**src/rtl/div_iter_radix_if.sv**
```systemverilog
// -----------------------------------------------------------------------------
// div_iter_radix_if
// Execute-stage handshake bundle for the iterative divider.
//   en         request, held with stable operands until out_valid && out_ready
//   in1, in2   dividend / divisor
//   div_word   32-bit operation, result sign-extended
//   op         00 DIV, 01 DIVU, 10 REM, 11 REMU
//   out        registered result
//   out_valid  result available
//   out_ready  consumer accepts the result
//   busy       divider is not idle
// Modports: master (execute stage driving requests), slave (the divider).
// -----------------------------------------------------------------------------
interface div_iter_radix_if #(
    parameter int XLEN = 64
);
    logic            en;
    logic [XLEN-1:0] in1;
    logic [XLEN-1:0] in2;
    logic            div_word;
    logic [1:0]      op;
    logic [XLEN-1:0] out;
    logic            out_valid;
    logic            out_ready;
    logic            busy;

    modport master (
        output en, in1, in2, div_word, op, out_ready,
        input  out, out_valid, busy
    );

    modport slave (
        input  en, in1, in2, div_word, op, out_ready,
        output out, out_valid, busy
    );
endinterface

```
**src/rtl/div_iter_radix.sv**
```systemverilog
// -----------------------------------------------------------------------------
// div_iter_radix
// Iterative restoring divider for RISC-V DIV/DIVU/REM/REMU and their W forms.
// Retires BITS_PER_CYCLE quotient bits per cycle; with EARLY_OUT the iteration
// count covers only the significant bits of |dividend|. Divide-by-zero,
// signed overflow and zero dividend resolve in one cycle.
// Ports:
//   clock   clock
//   reset   synchronous, active-high
//   flush   abort in-flight operation (same effect as reset)
//   io      div_iter_radix_if.slave handshake (en/operands/op in, out/out_valid/busy out)
// -----------------------------------------------------------------------------
module div_iter_radix #(
    parameter int XLEN           = 64,
    parameter int BITS_PER_CYCLE = 1,
    parameter int EARLY_OUT      = 1
) (
    input  logic              clock,
    input  logic              reset,
    input  logic              flush,
    div_iter_radix_if.slave   io
);
    localparam int B     = BITS_PER_CYCLE;
    localparam int LOG2B = $clog2(BITS_PER_CYCLE);
    localparam int CW    = $clog2(XLEN + 1);
    localparam logic [XLEN-1:0] MIN_FULL = {1'b1, {(XLEN-1){1'b0}}};

    typedef enum logic [1:0] {IDLE, CALC, DONE} state_t;

    function automatic logic [XLEN-1:0] neg2c(input logic [XLEN-1:0] x);
        return '0 - x;
    endfunction

    function automatic logic [XLEN-1:0] sext32(input logic [31:0] x);
        logic signed [31:0] s;
        s = x;
        return XLEN'(s);
    endfunction

    function automatic logic [XLEN-1:0] word_ext(input logic [XLEN-1:0] x, input logic word);
        return word ? sext32(x[31:0]) : x;
    endfunction

    state_t          state, state_nxt;
    logic            accept;

    logic [XLEN:0]   rem_q;
    logic [XLEN-1:0] quo_q, dsr_q, out_q;
    logic [CW-1:0]   cnt_q;
    logic            q_neg_q, r_neg_q, is_rem_q, word_q;

    // Operand decode, special cases and iteration count at the accept edge
    logic            is_signed, is_rem, a_neg, b_neg;
    logic [XLEN-1:0] a_ext, b_ext, a_mag, b_mag, min_val, spec_res;
    logic            spec_hit;
    logic [CW-1:0]   len, n_iter, shamt;

    always_comb begin
        is_signed = ~io.op[0];
        is_rem    = io.op[1];
        if (io.div_word) begin
            a_ext = is_signed ? sext32(io.in1[31:0]) : XLEN'(io.in1[31:0]);
            b_ext = is_signed ? sext32(io.in2[31:0]) : XLEN'(io.in2[31:0]);
        end else begin
            a_ext = io.in1;
            b_ext = io.in2;
        end
        a_neg   = is_signed & a_ext[XLEN-1];
        b_neg   = is_signed & b_ext[XLEN-1];
        a_mag   = a_neg ? neg2c(a_ext) : a_ext;
        b_mag   = b_neg ? neg2c(b_ext) : b_ext;
        min_val = io.div_word ? sext32(32'h8000_0000) : MIN_FULL;

        spec_hit = 1'b1;
        spec_res = '0;
        if (b_ext == '0)
            spec_res = is_rem ? a_ext : '1;
        else if (is_signed && (a_ext == min_val) && (b_ext == '1))
            spec_res = is_rem ? '0 : a_ext;
        else if (a_ext == '0)
            spec_res = '0;
        else
            spec_hit = 1'b0;
        spec_res = word_ext(spec_res, io.div_word);

        len = '0;
        for (int i = 0; i < XLEN; i++)
            if (a_mag[i]) len = CW'(i + 1);

        if (EARLY_OUT != 0)
            n_iter = CW'((len + CW'(B - 1)) >> LOG2B);
        else
            n_iter = io.div_word ? CW'(32 / B) : CW'(XLEN / B);
        // Align the significant dividend bits to the top of the shift register
        shamt = CW'(XLEN) - CW'(n_iter << LOG2B);
    end

    assign accept = (state == IDLE) && io.en && !flush && !reset;

    // CALC: BITS_PER_CYCLE restoring steps, then sign fix-up of the result
    logic [XLEN:0]   rem_nxt;
    logic [XLEN-1:0] quo_nxt, q_fin, r_fin, calc_res;

    always_comb begin
        rem_nxt = rem_q;
        quo_nxt = quo_q;
        for (int k = 0; k < B; k++) begin
            rem_nxt = {rem_nxt[XLEN-1:0], quo_nxt[XLEN-1]};
            quo_nxt = {quo_nxt[XLEN-2:0], 1'b0};
            if (rem_nxt >= {1'b0, dsr_q}) begin
                rem_nxt    = rem_nxt - {1'b0, dsr_q};
                quo_nxt[0] = 1'b1;
            end
        end
        q_fin    = q_neg_q ? neg2c(quo_nxt) : quo_nxt;
        r_fin    = r_neg_q ? neg2c(rem_nxt[XLEN-1:0]) : rem_nxt[XLEN-1:0];
        calc_res = word_ext(is_rem_q ? r_fin : q_fin, word_q);
    end

    always_ff @(posedge clock) begin
        if (accept) begin
            quo_q    <= a_mag << shamt;
            rem_q    <= '0;
            dsr_q    <= b_mag;
            cnt_q    <= n_iter;
            q_neg_q  <= is_signed & (a_neg ^ b_neg);
            r_neg_q  <= a_neg;
            is_rem_q <= is_rem;
            word_q   <= io.div_word;
        end else if (state == CALC) begin
            quo_q <= quo_nxt;
            rem_q <= rem_nxt;
            cnt_q <= cnt_q - CW'(1);
        end
    end

    always_ff @(posedge clock) begin
        if (reset || flush)
            out_q <= '0;
        else if (accept && spec_hit)
            out_q <= spec_res;
        else if ((state == CALC) && (cnt_q == CW'(1)))
            out_q <= calc_res;
    end

    // Control FSM
    always_ff @(posedge clock) begin
        if (reset || flush)
            state <= IDLE;
        else
            state <= state_nxt;
    end

    always_comb begin
        state_nxt    = state;
        io.out_valid = 1'b0;
        io.busy      = 1'b0;
        case (state)
            IDLE: if (accept) state_nxt = spec_hit ? DONE : CALC;
            CALC: begin
                io.busy = 1'b1;
                if (cnt_q == CW'(1)) state_nxt = DONE;
            end
            DONE: begin
                io.busy      = 1'b1;
                io.out_valid = 1'b1;
                if (io.out_ready) state_nxt = IDLE;
            end
            default: state_nxt = IDLE;
        endcase
    end

    assign io.out = out_q;
endmodule
```
**src/flat_wrapper.sv**
```systemverilog
// flat-port wrapper written by rule: the top's interface ports become plain ports
module div_iter_radix_flat 
#(
    parameter int XLEN           = 64,
    parameter int BITS_PER_CYCLE = 1,
    parameter int EARLY_OUT      = 1
)
  (clock, reset, flush, io_en, io_in1, io_in2, io_div_word, io_op, io_out_ready, io_out, io_out_valid, io_busy);
  div_iter_radix_if #(.XLEN(XLEN)) io_i ();
  input  logic clock;
  input  logic reset;
  input  logic flush;
  input wire logic [$bits(io_i.en)-1:0] io_en;
  input wire logic [$bits(io_i.in1)-1:0] io_in1;
  input wire logic [$bits(io_i.in2)-1:0] io_in2;
  input wire logic [$bits(io_i.div_word)-1:0] io_div_word;
  input wire logic [$bits(io_i.op)-1:0] io_op;
  input wire logic [$bits(io_i.out_ready)-1:0] io_out_ready;
  output wire logic [$bits(io_i.out)-1:0] io_out;
  output wire logic [$bits(io_i.out_valid)-1:0] io_out_valid;
  output wire logic [$bits(io_i.busy)-1:0] io_busy;
  assign io_i.en = io_en;
  assign io_i.in1 = io_in1;
  assign io_i.in2 = io_in2;
  assign io_i.div_word = io_div_word;
  assign io_i.op = io_op;
  assign io_i.out_ready = io_out_ready;
  assign io_out = io_i.out;
  assign io_out_valid = io_i.out_valid;
  assign io_busy = io_i.busy;
  div_iter_radix #(.XLEN(XLEN), .BITS_PER_CYCLE(BITS_PER_CYCLE), .EARLY_OUT(EARLY_OUT)) u_core (.clock(clock), .reset(reset), .flush(flush), .io(io_i));
endmodule
```
**config.mk**
```make
export PLATFORM = sky130hd
export DESIGN_NAME = div_iter_radix_flat
export DESIGN_NICKNAME = d
export VERILOG_FILES = /design/src/rtl/div_iter_radix_if.sv /design/src/rtl/div_iter_radix.sv /design/src/flat_wrapper.sv
export SDC_FILE = /design/constraint.sdc
export NUM_CORES = 1
export LEC_CHECK = 0
export BUFFER_PORTS_ARGS = -buffer_cell sky130_fd_sc_hd__clkbuf_2
export CORE_UTILIZATION = 25
export CTS_BUF_LIST = sky130_fd_sc_hd__clkbuf_8 sky130_fd_sc_hd__clkbuf_16
export CTS_CLUSTER_DIAMETER = 50
export CTS_CLUSTER_SIZE = 28
export DETAILED_ROUTE_END_ITERATION = 8
export PLACE_DENSITY_LB_ADDON = 0.12
export SLEW_MARGIN = 0
export SYNTH_ARGS = -nofsm -noshare
export SYNTH_HDL_FRONTEND = slang
export SYNTH_SLANG_ARGS = --single-unit
export TNS_END_PERCENT = 50
```
**constraint.sdc**
```tcl
create_clock -name clock -period 11.56 [get_ports clock]
set_input_delay 1.734 -clock clock [delete_from_list [all_inputs] [get_ports clock]]
set_output_delay 1.734 -clock clock [all_outputs]
set_load 0.01 [all_outputs]
```
# After elaboration in Yosys (flattened, before gate mapping)
# Cells that the tools add are included.
# classes
shifts	1
n_reduce_logical	17
n_bitwise	5
mux	98
add_sub_neg	7
magnitude_cmp	1
n_eq_ne	8
# op_table
cell	n
64-bit 2-to-1 mux	20
1-bit by 64-bit subtractor with 64-bit output, first input constant	4
6-bit 2-to-1 mux	32
64-bit zero test	2
5-bit 2-to-1 mux	16
65-bit by 64-bit greater-or-equal comparator with 1-bit output	1
64-bit == test	1
64-bit == test, second input constant	1
64-bit by 7-bit << shifter with 64-bit output	1
64-bit subtractor	1
63-bit 2-to-1 mux	1
4-bit 2-to-1 mux	8
7-bit 2-to-1 mux	3
2-bit 2-to-1 mux	6
3-bit 2-to-1 mux	4
7-bit by 1-bit == test with 1-bit output, second input constant	1
1-bit logical AND	7
1-bit 2-to-1 mux	7
7-bit by 1-bit subtractor with 7-bit output, second input constant	1
7-bit subtractor, first input constant	1
2-bit one-hot mux with 3 select lines	1
2-bit != test, second input constant	2
2-bit nonzero test	2
1-bit bitwise AND	3
10 further kinds	11
# word_totals
elab_cells	147
reg_bits	269
out_inout_bits	66
input_bits	136

# Depth between registers and ports, before layout
# Gate-level depths: netlist of run 1.
# logic_depth
ltp_word	71
ltp_mapped	35
ltp_nobuf	27

# Least setup slack after synthesis of run 1
# Ideal clock, no wire load.
# synth_timing
kind	in2reg
startpoint	in io_in1[0]
endpoint	reg u_core.quo_q[47], data pin
arrival_ps	7797
setup_slack_ps	3504
cell_stages	27
required_time_ps	11301
path_buffers	7
path_cell_list	clkbuf_1 > inv_1 > ha_1 > nor4b_1 > nand4_1 > nor4_4 > mux2_2 > nor2_1 > a21oi_1 > o2111ai_1 > o211ai_2 > o21ai_4 > nand2_4 > inv_4 > buf_4 > buf_2 > ha_1 > inv_1 > buf_1 > clkbuf_1 > clkbuf_1 > clkbuf_1 > nor2_1 > a22oi_1 > nand3_1 > a32oi_1 > nand2_1
# synth_between
elab_chain_len	71
# synth_lines
item	line	rtl
from (decl)	flat_wrapper.sv:14	input wire logic [$bits(io_i.in1)-1:0] io_in1;
64-bit 2-to-1 mux	div_iter_radix.sv:62	a_ext = is_signed ? sext32(io.in1[31:0]) : XLEN'(io.in1[31:0]);
64-bit 2-to-1 mux (*)	div_iter_radix.sv:61	if (io.div_word) begin
1-bit by 64-bit subtractor with 64-bit output	div_iter_radix.sv:31	return '0 - x;
64-bit 2-to-1 mux (*)	div_iter_radix.sv:70	a_mag = a_neg ? neg2c(a_ext) : a_ext;
1-bit 2-to-1 mux	div_iter_radix.sv:88	if (a_mag[i]) len = CW'(i + 1);
2-bit 2-to-1 mux (2 in series)	div_iter_radix.sv:88	
3-bit 2-to-1 mux (4 in series)	div_iter_radix.sv:88	
4-bit 2-to-1 mux (8 in series)	div_iter_radix.sv:88	
5-bit 2-to-1 mux (16 in series)	div_iter_radix.sv:88	
6-bit 2-to-1 mux (32 in series)	div_iter_radix.sv:88	
7-bit 2-to-1 mux	div_iter_radix.sv:88	
7-bit subtractor	div_iter_radix.sv:95	shamt = CW'(XLEN) - CW'(n_iter << LOG2B);
64-bit by 7-bit << shifter with 64-bit output (*)	div_iter_radix.sv:122	quo_q <= a_mag << shamt;
64-bit 2-to-1 mux (*)	div_iter_radix.sv:121	if (accept) begin
to (signal assigned)	div_iter_radix.sv:122	
to (signal assigned)	div_iter_radix.sv:131	quo_q <= quo_nxt;
to (decl)	div_iter_radix.sv:48	logic [XLEN-1:0] quo_q, dsr_q, out_q;
# Mark *: on every way between the ends. The rest lies on a longest branch, timed or not.
# A chain may end at the register's enable or synchronous reset.

# Worst setup path after layout of run 1
# layout_timing
startpoint	in io_in1[0]
endpoint	reg u_core.quo_q[60], data pin
# The elaborated chain is that of the path after synthesis.

==> flow_metrics.py, run 1 <==
metrics = {
    "worst_hold_path": {
        "hold_path.class": "flip-flop to flip-flop",
        "hp-start": "u_core.io.out[36]$_SDFFE_PP0P_",
        "min_path_cells": 2,
    },
    "setup_path": {
        "crit_path_start_kind": "primary input",
        "end_kind": "flip-flop",
        "timing.rr.start": "u_core.quo_q[63]$_DFFE_PP_",
        "r2r_cells": 25,
        "cp_slowest_stage_delay_ns": 0.79,
        "crit_arrival_ns": 10.09,
        "critPathKind": "primary input to flip-flop",
        "cp.required_ns": 12.08,
        "cp_common_cell": "mux2_2",
        "path_cells": "clkbuf_2, inv_1, ha_1, or4b_1, nor4_2, nand4_1, o21ai_2, xor2_1, o21ai_1, a211oi_1, o211ai_2, o21ai_4, nand2_4, inv_4, ha_2, buf_4, nor2_1, nand2_1, mux2_2, o311a_1, a21oi_1, mux2i_1, mux2_2, o211ai_1",
        "cpMaxStageDelayCell": "nor2_1",
        "critPathMaxFanout": 33,
        "worstSetupStartpoint": "io_in1[0]",
    },
    "synthesis": {
        "yosysMostFrequentCell": "nor2_1",
        "ys.flop_type": "edfxtp_1",
        "synth_edf_count": 139,
        "synth_compound_area_share_pct": 31.04,
        "synth-adder-area-share_pct": 3.052,
        "synthMuxAreaShare_pct": 7.722,
        "ys_types": 119,
        "synth.area.top_cells": "edfxtp_1 (13%), dfxtp_1 (8.3%), o21ai_0 (5.5%), a21oi_1 (4.7%), nor2_1 (4.3%)",
        "yosysSeqAreaShare_pct": 21.58,
        "synthCells": 4155,
        "synth-simple-area-share_pct": 22.97,
        "yosys.area_share.xor_xnor_pct": 7.834,
        "ys_warn_count": 0,
        "synthTopCellsByCount": "nor2_1 (363), nand2_1 (354), o21ai_0 (346), a21oi_1 (292), clkbuf_1 (214)",
        "syn_nets": 4367,
        "synth_top_family_by_area": "compound AO/OA/AOI/OAI gates",
        "yosys_register_bits": 269,
        "synth_top_area_share_pct": 13.29,
        "synth_area_um2": 31400,
        "synth.avg_cell_area_um2": 7.557,
        "synthArstFlopShare_pct": 0,
        "synth_top_area_cell": "edfxtp_1",
    },
    "global_routing": {
        "grt.overflow.total": 0,
        "grt.busiest_layer": "met2",
        "grt_pass1_vias": 33194,
        "groute.layer.met3.usage_pct": 5.442,
        "antenna_found_initial": 22,
        "grt_use_total_pct": 27.39,
        "use_met2_pct": 41.04,
        "gr-usage-met1_pct": 39.24,
        "grt_pass1_wl_um": 253800,
        "grt_max_degree": 75,
    },
    "cells_and_area": {
        "area_growth_pct": 14.62,
        "fill_cells": 13512,
        "fin_area_um2": 35990,
        "antenna_cells": 0,
        "final_nets": 4416,
        "post_route_cells_drive_above_1_share_pct": 13.71,
    },
    "route": {
        "wl_per_cell_um": 30.49,
        "totalWireLength_um": 179600,
        "drc": 0,
        "drtIter0Drc": 4350,
        "ant_nets": 0,
        "detailroute.via_count": 35622,
        "routed_via_density": 6.049,
        "firstDrtPassIters": 6,
    },
    "placement": {
        "dp_hpwl_um": 142100,
        "gp_congestion": 0.9567,
        "placed_cell_area_um2": 34030,
        "port_buffers": 201,
    },
    "pwr": {
        "p_leak_nw": 13.27,
        "p_sw_share_pct": 51.27,
        "sequentialPowerShare_pct": 18.0,
        "p_switching_w": 0.003776,
        "comb_power_share_pct": 58.6,
        "internal_power_w": 0.003588,
        "vdd_drop_max_mv": 0.1327,
        "powerDensity_nw_per_um2": 204.6,
        "clockPowerShare_pct": 23.4,
    },
    "floorplan": {
        "dieWidth_um": 356.4,
        "die_y_um": 356.4,
        "rows": 129,
        "die-area_um2": 127000,
        "start_util_pct": 25.30,
        "core_area_um2": 124100,
        "ios": 202,
    },
    "timing": {
        "setup-violations-final": 0,
        "tightest_slew_ns": 1.235,
        "min_period_ns": 9.571,
        "fin_crit_sh_pct": 82.79,
        "hold_viol_final": 0,
        "rsz0062_at_grt": "no",
        "clock_skew_ns": 0.03464,
        "relSlewSlack_pct": 16.80,
        "tns_ns": 0,
        "slew_violations": 0,
        "timing.fmax_mhz": 104.5,
    },
    "clock_tree": {
        "clkLatencyLatePin_ns": 0.68,
        "cts-resized-gates": 0,
        "cts_tree": "yes",
        "postCtsSetupBuffers": 0,
        "cts_root_buf": "clkbuf_16",
        "postCtsHoldBufs": 0,
        "cts_inserted_buffers": 56,
        "cts_htree_levels": 2,
        "clock_sinks": 269,
        "cts_buffer_depth": 3,
        "clk_pin_slew_worst_paths_ns": 0.06,
    },
    "job": {
        "cap_violations": 0,
    },
    "status": {
        "status": "finished clean",
    },
}
==> path summary, 6_finish.rpt <==
| path | to | slack [ns] |
|---|---|---|
| min | u_core.io.out[36]$_SDFFE_PP0P_ | 0.43 |
| max reg2reg | u_core.io.out[42]$_SDFFE_PP0P_ | 3.77 |
| max | u_core.quo_q[60]$_DFFE_PP_ | 1.99 |
| min reg2reg | u_core.io.out[36]$_SDFFE_PP0P_ | 0.43 |
==> area by class of cell <==
class                           instances  area, µm²  share of cell area (%)
Clock buffer                           57       1415                   3.932
Clock inverter                         49      544.3                   1.512
Inverter                              151      574.3                   1.596
Multi-Input combinational cell       3434      22940                   63.74
Sequential cell                       269       6777                   18.83
Tap cell                             1637       2048                   5.691
Timing Repair Buffer                  292       1692                   4.700
==> cell usage in the layout (no fill, tap or decap), drive strengths merged, types with 37 or more instances in the layout <==
master	netlist	final
and3	37	37
buf	87	92
mux4	37	37
xnor2	150	150
o21ai	355	355
xor2	127	127
nand2	355	355
edfxtp	139	139
nor4	71	71
a22oi	42	42
mux2	37	37
clkbuf	214	257
inv	150	178
nor2	370	370
ha	75	75
o31ai	64	64
nand4	61	61
a21oi	293	293
mux2i	117	117
o211ai	77	77
or3	65	65
a211oi	112	112
a21o	53	53
nand3	106	106
a31oi	75	75
nor3	140	140
dfxtp	130	130
==> flip-flops by register name, indices dropped and copies added (netlist names) <==
name             cells
u_core.dsr_q        64
u_core.io.out       64
u_core.quo_q        64
u_core.rem_q        64
u_core.cnt_q         7
u_core.state         2
u_core.is_rem_q      1
u_core.q_neg_q       1
u_core.r_neg_q       1
u_core.word_q        1
==> power by group through the flow <==
stage	clock network, W	registers, W	logic (W)
after global placement	0	0.00135	0.00425
final	0.00172	0.00133	0.00432
after floorplan	0	0.00125	0.00278
after detailed placement	0	0.00134	0.00423
after CTS	0.00175	0.00133	0.00425
after global routing	0.00178	0.00134	0.00461
==> worst max-delay path, delay by kind of cell <==
kind            cells  cell delay, ns
simple gates        6            2.68
compound gates      8            2.23
buf+inv             4            1.15
fa+ha+maj           2            0.98
mux                 3            0.92
xor+xnor            1            0.33
==> cells by family after synthesis <==
logic type	count (synthesis)
muxes	191
buffers and inverters	452
and+or+nand+nor	1437
DFF	269
AOI/OAI and AO/OA	1453
adders and majority gates	76
xor gates and xnor gates	277
==> layer usage <==
layer / share of wire (%) / up-vias
met3: 8.5 / 257
met5: 0.041 / -
met2: 42 / 1782
met4: 3.1 / 10
met1: 46 / 17586
li1: - / 15987
==> metrics by stage <==
step           utilization, %  worst slack [ns]  total power [W]  hold WS, ns  instances
6_report                29.00             1.989         0.007364       0.4350       5889
5_1_grt                 29.00             1.646         0.007738       0.4624       5889
4_1_cts                 28.99             2.312         0.007321       0.4391       5889
3_5_place_dp            27.41             1.562         0.005572       0.4318       5783
3_3_place_gp            27.41             1.729         0.005594       0.4299       5783
2_1_floorplan               -             3.504         0.004038       0.4624       4155
No activity file was read; power rests on OpenSTA's default activity.
==> run 2: changes to the inputs <==
==> constraint.sdc (replaced) <==
create_clock -name clock -period 9.4 [get_ports clock]
set_input_delay 1.41 -clock clock [delete_from_list [all_inputs] [get_ports clock]]
set_output_delay 1.41 -clock clock [all_outputs]
set_load 0.01 [all_outputs]
==> flow_metrics.py, run 2 (synthesized netlist as in run 1, its figures left out) <==
metrics = {
    "status": {
        "status": "finished with violations",
        "violations": "capacitance limit, slew limit",
    },
    "setup_path": {
        "critPathKind": "primary input to flip-flop",
        "end_kind": "flip-flop",
        "cp.required_ns": 9.81,
        "critPathMaxFanout": 20,
        "crit_path_start_kind": "primary input",
        "worstSetupStartpoint": "io_in1[0]",
        "timing.rr.start": "u_core.dsr_q[49]$_DFFE_PP_",
        "crit_arrival_ns": 8.85,
    },
    "global_routing": {
        "groute.layer.met3.usage_pct": 5.806,
        "grt_pass1_wl_um": 253400,
        "antenna_found_initial": 19,
        "gr-usage-met1_pct": 38.64,
        "grt_max_degree": 94,
        "grt_use_total_pct": 27.29,
        "use_met2_pct": 40.78,
        "grt_pass1_vias": 33498,
        "grt.busiest_layer": "met2",
        "grt.overflow.total": 0,
    },
    "cells_and_area": {
        "area_growth_pct": 16.00,
        "layout_common_cells": "nor2_1 (360), nand2_1 (351), o21ai_0 (345)",
        "fin_area_um2": 36420,
        "final_nets": 4472,
        "post_route_cells_drive_above_1_share_pct": 14.71,
        "fill_cells": 13572,
        "layout_commonest_cell": "nor2_1",
    },
    "route": {
        "totalWireLength_um": 179500,
        "detailroute.via_count": 35951,
        "ant_nets": 0,
        "wl_per_cell_um": 30.18,
        "drc": 0,
        "firstDrtPassIters": 8,
        "routed_via_density": 6.043,
        "drtIter0Drc": 4562,
    },
    "pwr": {
        "vdd_drop_max_mv": 0.1657,
        "powerDensity_nw_per_um2": 249.8,
        "p_switching_w": 0.004549,
        "clockPowerShare_pct": 23.0,
        "finalPower_w": 0.009100,
        "sequentialPowerShare_pct": 17.9,
        "internal_power_w": 0.004552,
        "p_leak_nw": 13.58,
        "comb_power_share_pct": 59.0,
        "p_sw_share_pct": 49.98,
    },
    "timing": {
        "relSlewSlack_pct": -0.6211,
        "min_period_ns": 8.445,
        "clock_skew_ns": 0.02984,
        "timing.fmax_mhz": 118.4,
        "slew_violations": 1,
        "setup-violations-final": 0,
        "hold_viol_final": 0,
        "fin_crit_sh_pct": 89.84,
        "tightest_slew_ns": 1.494,
        "rsz0062_at_grt": "no",
        "tns_ns": 0,
        "hold-worst-slack_ns": 0.4341,
    },
    "clock_tree": {
        "cts-resized-gates": 0,
        "clk_pin_slew_worst_paths_ns": 0.05,
        "clkLatencyLatePin_ns": 0.66,
        "cts_root_buf": "clkbuf_16",
        "cts_inserted_buffers": 58,
        "cts_buffer_depth": 3,
        "cts_tree": "yes",
        "postCtsHoldBufs": 0,
        "cts_htree_levels": 2,
        "clock_sinks": 269,
        "postCtsSetupBuffers": 0,
    },
    "placement": {
        "gp_congestion": 0.9818,
        "placed_cell_area_um2": 34460,
        "dp_hpwl_um": 143000,
        "port_buffers": 201,
    },
    "floorplan": {
        "start_util_pct": 25.30,
        "core_area_um2": 124100,
        "dieWidth_um": 356.4,
        "ios": 202,
        "rows": 129,
        "die-area_um2": 127000,
        "die_y_um": 356.4,
    },
    "worst_hold_path": {
        "hp-start": "u_core.io.out[34]$_SDFFE_PP0P_",
        "hold_path.class": "flip-flop to flip-flop",
    },
    "job": {
        "cap_violations": 1,
    },
}
==> run 2: cell count changes in the layout (fill, tap and decap cells not counted), moves of 3 or more <==
cell       change
inv_8          -9
inv_1          +4
clkbuf_16      +3
clkinv_2      +14
buf_12         +3
clkbuf_8       +3
buf_4         +51
inv_6         -10
==> run 2: final timing paths <==
path / to / slack (ns) / cells past startpoint
worst max-delay path: u_core.quo_q[44]$_DFFE_PP_ / 0.95 / 23
worst min register to register: u_core.io.out[34]$_SDFFE_PP0P_ / 0.43 / 2
worst min-delay path: u_core.io.out[34]$_SDFFE_PP0P_ / 0.43 / 2
worst max register to register: u_core.io.out[32]$_SDFFE_PP0P_ / 1.82 / 20
==> run 2: final cells by class <==
type | count | area [µm²] | area share, %
flip-flops and latches | 269 | 6777 | 18.60
clock inverters | 47 | 426.7 | 1.171
diodes | 2 | 5.005 | 0.01374
clock buffers | 63 | 1531 | 4.204
repair buffers | 346 | 2135 | 5.860
inverters | 151 | 574.3 | 1.577
multi-input cells | 3434 | 22930 | 62.95
well taps | 1637 | 2048 | 5.623
==> run 2: power by group through the flow <==
stage | sequential, W | clock [W] | combinational, W
finish | 0.00163 | 0.00210 | 0.00537
global placement | 0.00165 | 0 | 0.00529
floorplan | 0.00154 | 0 | 0.00342
CTS | 0.00163 | 0.00214 | 0.00529
global route | 0.00165 | 0.00218 | 0.00574
detailed placement | 0.00165 | 0 | 0.00527
==> run 2: worst max-delay path, cell delays in order <==
cell	delay, ns
clkbuf_2	0.12
inv_1	0.20
ha_1	0.50
or4b_1	0.75
nor4_2	0.35
nand4_1	0.46
nor2_1	0.26
o31ai_1	0.11
buf_4	0.20
a2111oi_0	0.52
nand4b_1	0.20
a211oi_1	0.47
o31ai_2	0.24
ha_2	0.64
inv_2	0.24
nand2_1	0.36
nor2_1	0.15
a2111oi_1	0.67
buf_4	0.24
mux2i_1	0.10
mux2i_1	0.26
o22ai_1	0.12
a221o_1	0.26
==> run 2: through the flow <==
step,utilization [%],std cells,setup WS [ns]
after floorplan,-,4155,1.668
after global placement,27.76,5837,0.6095
after detailed placement,27.76,5837,0.5144
after CTS,29.34,5947,1.211
after global routing,29.34,5947,0.8824
final,29.35,5949,0.9548
==> run 2: routing by layer <==
layer | vias up | share of wire [%] | routed length [µm]
met1 | 17759 | 45 | 80710
met2 | 1867 | 42 | 76030
met3 | 252 | 9.2 | 16590
met5 | - | 0.0061 | 11
li1 | 16071 | - | -
met4 | 2 | 3.5 | 6198
